File: config.mk
export PLATFORM = sky130hd
export DESIGN_NAME = issue_token_queue
export DESIGN_NICKNAME = d
export VERILOG_FILES = /design/src/rtl/my_pkg.sv /design/src/rtl/issue_token_queue.sv
export SDC_FILE = /design/constraint.sdc
export NUM_CORES = 1
export LEC_CHECK = 0
export CAP_MARGIN = 25
export CORE_MARGIN = 4
export CORE_UTILIZATION = 54
export CTS_BUF_LIST = sky130_fd_sc_hd__clkbuf_4 sky130_fd_sc_hd__clkbuf_8 sky130_fd_sc_hd__clkbuf_16
export CTS_CLUSTER_DIAMETER = 150
export DETAILED_ROUTE_END_ITERATION = 8
export PLACE_DENSITY = 0.86
export SYNTH_ARGS = -nofsm -noshare
export SYNTH_HDL_FRONTEND = slang
export SYNTH_SLANG_ARGS = --single-unit
File: constraint.sdc
create_clock -name clk -period 5.3 [get_ports clk]
set_clock_uncertainty 0.1 [all_clocks]
set_input_delay 1.06 -clock clk [delete_from_list [all_inputs] [get_ports clk]]
set_output_delay 1.06 -clock clk [all_outputs]
set_load 0.01 [all_outputs]
File: src/rtl/my_pkg.sv
// Shared issue-stage types: instruction/execution-unit enums and the issue token
// passed from operand fetch to execute.
package my_pkg;

  localparam int TOKEN_TAG_W  = 4;
  localparam int TOKEN_DATA_W = 32;

  typedef enum logic [2:0] {
    OP0, OP1, OP2, OP3, OP4, OP5, OP6, OP7
  } instruction_type;

  typedef enum logic [1:0] {
    bypass, alu, mul, lsu
  } xu;

  typedef struct packed {
    instruction_type         i;
    xu                       xu_sel;
    logic [TOKEN_TAG_W-1:0]  tag;
    logic [TOKEN_DATA_W-1:0] opA;
    logic [TOKEN_DATA_W-1:0] opB;
    logic [TOKEN_DATA_W-1:0] opC;
    logic [TOKEN_DATA_W-1:0] NPC;
  } issue_token_t;

  localparam issue_token_t ISSUE_TOKEN_RST = '{
    i: OP0, xu_sel: bypass, tag: '0, opA: '0, opB: '0, opC: '0, NPC: '0
  };

endpackage

File: src/rtl/issue_token_queue.sv
// Elastic circular token queue between operand fetch and execute, with tag-based
// flush on taken jumps. Optional zero-latency empty-queue forwarding: QUEUE_BYPASS_EN.
module issue_token_queue
  import my_pkg::*;
#(
  parameter int DEPTH  = 2,
  parameter int TAG_W  = TOKEN_TAG_W,
  parameter int DATA_W = TOKEN_DATA_W
) (
  input  logic                   clk,
  input  logic                   reset,
  input  logic                   in_valid,
  output logic                   in_ready,
  input  issue_token_t           in_token,
  output logic                   out_valid,
  input  logic                   out_ready,
  output issue_token_t           out_token,
  input  logic                   flush,
  input  logic [TAG_W-1:0]       flush_tag,
  output logic [$clog2(DEPTH):0] count
);

  localparam int PW    = $clog2(DEPTH);
  localparam int CW    = PW + 1;
  // Raw entry width derived from the parameters; must equal the packed token width
  localparam int TOK_W = 3 + 2 + TAG_W + 4 * DATA_W;

  logic [DEPTH-1:0][TOK_W-1:0] mem;
  logic [PW-1:0]               wr_ptr, rd_ptr;
  logic                        empty, full, push, pop_mem, tag_hit;
  logic                        byp, byp_take, wr_en;
  issue_token_t                head;

  assign empty    = (count == '0);
  assign full     = (count == CW'(DEPTH));
  assign head     = issue_token_t'(mem[rd_ptr]);
  assign in_ready = !full | out_ready | flush;
  assign push     = in_valid & in_ready;
  assign pop_mem  = out_ready & !empty;
  assign tag_hit  = (in_token.tag == flush_tag);

`ifdef QUEUE_BYPASS_EN
  assign byp = empty & in_valid & !flush & reset;
`else
  assign byp = 1'b0;
`endif
  assign byp_take = byp & out_ready;

  assign out_valid = !empty | byp;
  assign out_token = byp ? in_token : head;

  // During flush only a token already carrying the new stream tag survives
  assign wr_en = push & (flush ? tag_hit : !byp_take);

  always_ff @(posedge clk or negedge reset) begin
    if (!reset) begin
      mem    <= {DEPTH{TOK_W'(ISSUE_TOKEN_RST)}};
      wr_ptr <= '0;
      rd_ptr <= '0;
      count  <= '0;
    end else begin
      if (wr_en) mem[wr_ptr] <= in_token;
      wr_ptr <= wr_ptr + PW'(wr_en);
      if (flush) begin
        rd_ptr <= wr_ptr;
        count  <= CW'(wr_en);
      end else begin
        rd_ptr <= rd_ptr + PW'(pop_mem);
        unique case ({wr_en, pop_mem})
          2'b10:   count <= count + 1'b1;
          2'b01:   count <= count - 1'b1;
          default: count <= count;
        endcase
      end
    end
  end

endmodule

* Word level (Yosys, flattened, before mapping) *
Index checks and enable logic that the tools add are counted.

word-level totals
  bits in registers = 278
  input port bits = 146
  output and inout port bits = 141
  word-level logic and storage cells = 35

cells by class
  add/subtract/negate cells = 4
  $lt $le $gt $ge = 3
  eq/ne operators = 4
  multiplexer cells = 9
  bitwise logic cells = 5
  reduce and logical (&&, ||, !) cells = 5

operators with widths
  cell                 number
  $mux 137             3
  $bwmux 274           1
  $demux 137 s1        1
  $eq 2x2->1 const B   2
  $eq 4x4->1           1
  $lt 1x2->1 const B   2
  $pmux 2 s2           1
  $and 1x1->1          3
  $reduce_bool 3->1    1
  $add 1x1->1          2
  $add 2x1->2 const B  1
  $eq 2x1->1 const B   1
  $logic_not 1->1      2
  $logic_not 2->1      1
  $mux 1               2
  $mux 2               1
  $or 1x1->1           2
  $sub 2x1->2 const B  1
  $ge 1x1->1 const B   1
  $logic_and 1x1->1    1

* Longest topological paths before layout *
Gate-level depths: netlist of run 1.

  word-level depth = 9
  gate-level depth with buffers = 7
  gate-level depth less buffers = 5

* Worst setup path after synthesis of run 1 *
Ideal clock, no wire load.

  path type = input to output
  from = input port flush
  to = output port in_ready
  arrival time = 1.601 ns
  data required time = 4.140 ns
  setup slack = 2.539 ns
  stages on the path = 1
  buffers on the path = 0
  cell sequence = or4b_4

on the way
  word-level cells in the longest chain between the ends = 1

ends and longest elaborated chain
  item         RTL line                 text
  from (decl)  issue_token_queue.sv:18  input logic flush,
  $or 1x1->1   issue_token_queue.sv:37  assign in_ready = !full | out_ready | flush;
  to (decl)    issue_token_queue.sv:13  output logic in_ready,

Every way passes these cells.

==> results.yml, run 1 <==
status:
  status: "completed"
logic_synthesis:
  synth_compound_area_frac: 0.002378
  synthSimpleGateAreaFrac: 0.007443
  muxShareOfSynthArea: 0.3824
  ys_types: 22
  synthAdderAreaFrac: 0.002068
  synth_area_um2: 12100
  synth_xor_xnor_area_share: 0.003618
  synth.top_cell.area_share: 0.5748
  synth_nets: 911
  yosysTopAreaCell: "dfrtp_1"
  yosysSeqAreaShare: 0.5748
  synthTopCellsByArea: "dfrtp_1, mux2_2, buf_4"
  syn_inst: 763
  synth_top_family_by_area: "multiplexers"
  yosys_warnings: 0
  avgSynthCellArea_um2: 15.86
  ys_ff_latch: 278
floorplan:
  core_area_um2: 21960
  placementRows: 54
  die_h_um: 157.7
  fp.dieW_um: 157.7
  dieArea_um2: 24870
  ios: 287
  initial_core_util: 0.5512
grt:
  grt_pass1_vias: 7967
  grt_pass1_wl_um: 42410
  antenna_found_initial: 0
  grt-ovfl-total: 0
  grt_start_max_net_pins: 138
  groute.usage.overall: 0.2105
place:
  portBuffers: 286
  gp_congestion: 0.7743
  dpl_cell_area_um2: 15140
  dp_hpwl_um: 17480
clocking:
  cts_tree: "built"
  cts_buffer_depth: 3
  numCtsBuffers: 29
  clk_latency_ns: 0.52
  cts_resized: 0
  cts_root_buf: "clkbuf_16"
  htree_levels: 1
  ctsHoldBuffers: 0
  cts_setup_buffers: 0
  clk_pin_slew_ns: 0.06
  clock-sinks: 278
timing:
  setup_tns_ns: 0
  fin_crit_ns: 3.903
  max_freq_ghz: 0.2562
  maxSlewViolCount: 0
  relSlewSlack: 0.4316
  finalCritPeriodShare: 0.7363
  worst_slew_pin_slew_ns: 0.8526
  rsz0062_at_grt: "no"
  final_hold_viol_count: 0
  setup_viol_count_final: 0
route:
  vias: 7225
  drt-initial-drc-count: 224
  drt_wl_total_um: 26600
  wl_per_cell_um: 19.84
  firstDrtPassIters: 4
  ant_nets: 0
  vias_per_cell: 5.388
  post-route-drc-count: 0
min_path:
  holdCritPathClass: "register to register"
  min_path_cells: 1
power:
  peakVddDrop_uv: 435.9
  p_per_area_nw_per_um2: 642.0
  leakagePower_nw: 6.599
  finalPower_mw: 10.32
cells_and_area:
  stdcell_area_um2: 16080
  antenna_cells: 0
  final_util: 0.7323
  final_layout_size_suffix_gt1_frac: 0.4458
  final_nets: 1191
  area_delta_synth_final_pct: 32.86
critical_path:
  critPathKind: "register to output pin"
  crit_path_end_kind: "output pin"
  rr_worst_depth: 6
  path_max_fanout: 41
  critPathLaunchType: "register"
  critical_path_arrival_ns: 2.74
  required_ns: 4.14
run:
  cap_violations: 0
final timing paths:
path	start	end	slack (ns)
max	rd_ptr	out_token[30]	1.40
max reg2reg	count[1]	mem[155]	2.65
min in group asynchronous	reset	mem[187]	0.52
min	mem[164]	mem[164]	0.40
max in group asynchronous	reset	mem[128]	3.46
min reg2reg	mem[164]	mem[164]	0.40
area by class of cell:
class / instances / area (um^2)
inverter: 2 / 7.507
clock buffer: 46 / 903.4
clock inverter: 3 / 40.04
tap: 280 / 350.3
fill: 1426 / 5878
timing repair buffer: 294 / 2978
multi-input combinational: 438 / 4841
sequential: 278 / 6960
routing by layer:
layer,wire length (um),vias up,global-route usage
met1,11100,3684,0.2743
met5,0,-,0
met3,2307,31,0.07299
met4,345,0,0.03646
li1,-,3301,-
met2,12850,209,0.3494
sequential cells by signal, indices dropped and copies added (netlist names):
register,flops
rd_ptr,1
mem,274
wr_ptr,1
count,2
worst max-delay path, stage by stage (launching register included):
cell and delay [ns]:
dfrtp_4 0.68, buf_4 0.57, mux2_2 0.40, clkdlybuf4s50_1 0.52
metrics by stage:
| stage | setup WS, ns | hold WS [ns] | cells |
|---|---|---|---|
| global route | 1.250 | 0.4123 | 1341 |
| global placement | 1.473 | 0.3826 | 1292 |
| detailed placement | 1.434 | 0.3899 | 1292 |
| finish | 1.397 | 0.3999 | 1341 |
| floorplan | 2.539 | 0.3749 | 763 |
| CTS | 1.362 | 0.4038 | 1341 |
cells in the mapped netlist (all sizes together):
library cell	n
nand4	1
buf	45
nor2b	1
nand2b	1
inv	2
xor2	1
or4b	1
o32ai	1
or2	1
xnor2	4
nand2	4
and3	2
dfrtp	278
nor3	1
ha	2
nor2	1
mux2	411
a21oi	2
nor4	1
o21ai	2
and3b	1
cells by family after synthesis:
kind of cell / after synthesis
flip-flops: 278
AND/OR/NAND/NOR: 15
multiplexers: 411
buffers and inverters: 47
adder cells (fa/ha/maj): 2
XOR/XNOR: 5
AO/OA/AOI/OAI: 5
layout by cell type (no fill, tap or decap), types with 4 or more instances in the layout:
cell             count
clkbuf_4             9
dfrtp_1            277
clkbuf_16           29
xnor2_1              4
mux2_2             411
clkdlybuf4s50_1    285
buf_4                4
buf_12               4
clkbuf_8             8
nand2_1              4
report_power, final:
part | total [mW] | leakage [nW] | switching [mW] | internal (mW)
combinational | 4.61 | 2.83 | 1.68 | 2.93
sequential | 3.74 | 3.29 | 0.542 | 3.20
clock | 1.97 | 0.478 | 0.769 | 1.20
Note: power is estimated with default switching activity, not from simulation.
==> run 2: changes to the inputs <==
CORE_UTILIZATION = 50   (was 54)
PLACE_DENSITY = 0.8   (was 0.86)
clock period = 4.1 ns   (was 5.3 ns; I/O delays follow)
==> results.yml, run 2 (synthesis gave the netlist of run 1 again) <==
critical_path:
  slowest_stage: "dfrtp_4"
  rr_worst_depth: 6
  critPathKind: "register to output pin"
  critPathLaunchType: "register"
  crit_path_end_kind: "output pin"
  slowest_delay_ns: 0.55
  critical_path_arrival_ns: 2.44
  critPathTopFamily: "buffers and inverters"
  required_ns: 3.18
  cp_cell_sequence: "buf_12, mux2_2, clkdlybuf4s50_1"
  r2r_start: "count[1]"
  r2r_end: "mem[106]"
  critPathBufInv: 2
  rrSetupSlack_ns: 1.58
  path_max_fanout: 73
grt:
  grt_start_max_net_pins: 97
  grt_pass1_wl_um: 42840
  antenna_found_initial: 1
  grt-ovfl-total: 0
  grt_pass1_vias: 7943
  groute.usage.overall: 0.1977
clocking:
  htree_levels: 1
  clock-sinks: 278
  cts_setup_buffers: 0
  ctsHoldBuffers: 0
  clk_pin_slew_ns: 0.06
  clk_latency_ns: 0.52
  cts_resized: 0
  cts_buffer_depth: 3
  numCtsBuffers: 29
  cts_tree: "built"
  cts_root_buf: "clkbuf_16"
timing:
  maxSlewViolCount: 0
  setup_viol_count_final: 0
  finalCritPeriodShare: 0.8205
  max_freq_ghz: 0.2973
  rsz0062_at_grt: "no"
  worst_slew_pin_slew_ns: 0.7626
  fin_crit_ns: 3.364
  setup_tns_ns: 0
  relSlewSlack: 0.4916
  final_hold_viol_count: 0
route:
  wl_per_cell_um: 19.38
  vias_per_cell: 5.248
  drt-initial-drc-count: 264
  vias: 7268
  post-route-drc-count: 0
  firstDrtPassIters: 4
  ant_nets: 0
  drt_wl_total_um: 26840
floorplan:
  core_area_um2: 23610
  fp.dieW_um: 163.6
  dieArea_um2: 26760
  ios: 287
  placementRows: 56
  initial_core_util: 0.5126
  die_h_um: 163.6
cells_and_area:
  final-seq-area_um2: 6960
  fill_cells: 1690
  antenna_cells: 0
  final_layout_size_suffix_gt1_frac: 0.4484
  final_nets: 1197
  reg_top3: "mem: 274 flops, count: 2 flops"
  multiInputGateArea_um2: 4841
  largest-register: "mem"
  layout_commonest_cell: "mux2_2"
  area_delta_synth_final_pct: 33.87
  layout_common_cells: "mux2_2, clkdlybuf4s50_1, dfrtp_1, clkbuf_16, buf_12"
  largest_reg_flops: 274
run:
  cap_violations: 0
power:
  p_per_area_nw_per_um2: 821.4
  finalPower_mw: 13.31
  leakagePower_nw: 6.632
  peakVddDrop_uv: 497.4
place:
  dp_hpwl_um: 18100
  portBuffers: 286
  gp_congestion: 0.7784
min_path:
  holdCritPathClass: "input pin to asynchronous set/reset pin"
status:
  status: "completed"
[run 2: cell types whose count changed in the layout (fill, tap and decap cells not counted)]
cell	before	now
buf_12	4	9
bufinv_16	1	0
buf_4	4	5
clkbuf_4	9	7
clkinv_2	2	4
[run 2: report_power, final]
| group | internal, mW | leakage, nW | switching [mW] |
|---|---|---|---|
| clock network | 1.47 | 0.463 | 1.02 |
| registers | 4.14 | 3.29 | 0.667 |
| logic | 3.83 | 2.88 | 2.19 |
| total | 9.44 | 6.63 | 3.87 |
[run 2: through the flow]
stage	instance area (um^2)	utilization	setup slack, ns	hold slack (ns)	cells
floorplan	12100	-	1.588	0.3749	763
global placement	15290	0.6477	0.5767	0.3831	1337
detailed placement	15290	0.6477	0.5147	0.3900	1337
CTS	16200	0.6861	0.7216	0.2163	1385
global route	16200	0.6861	0.6561	0.2246	1385
finish	16200	0.6861	0.7360	0.1702	1385
[run 2: cell type report]
cell class	count	share of cell area
sequential	278	0.4296
multi-input combinational	438	0.2988
timing repair buffer	300	0.1904
clock buffer	44	0.05483
tap	319	0.02464
clock inverter	4	0.001236
inverter	2	0.0004634
[run 2: worst max path at each step]
| stage | from | endpoint | slack [ns] | depth (start not counted) |
|---|---|---|---|---|
| finish | rd_ptr | out_token[72] | 0.74 | 3 |
| floorplan | flush | mem[56] | 1.59 | 7 |
| detailed placement | in_token[128] | mem[118] | 0.51 | 7 |
| CTS | rd_ptr | out_token[121] | 0.72 | 3 |
| global placement | in_token[128] | mem[115] | 0.58 | 7 |
| global route | rd_ptr | out_token[65] | 0.66 | 3 |
[run 2: layer usage]
metal | part of all wire | vias up | GRT usage
met5 | 0.00048 | - | 0
met4 | 0.014 | 2 | 0.03774
met3 | 0.095 | 35 | 0.07595
met2 | 0.47 | 213 | 0.3221
met1 | 0.42 | 3695 | 0.2558
li1 | - | 3323 | -
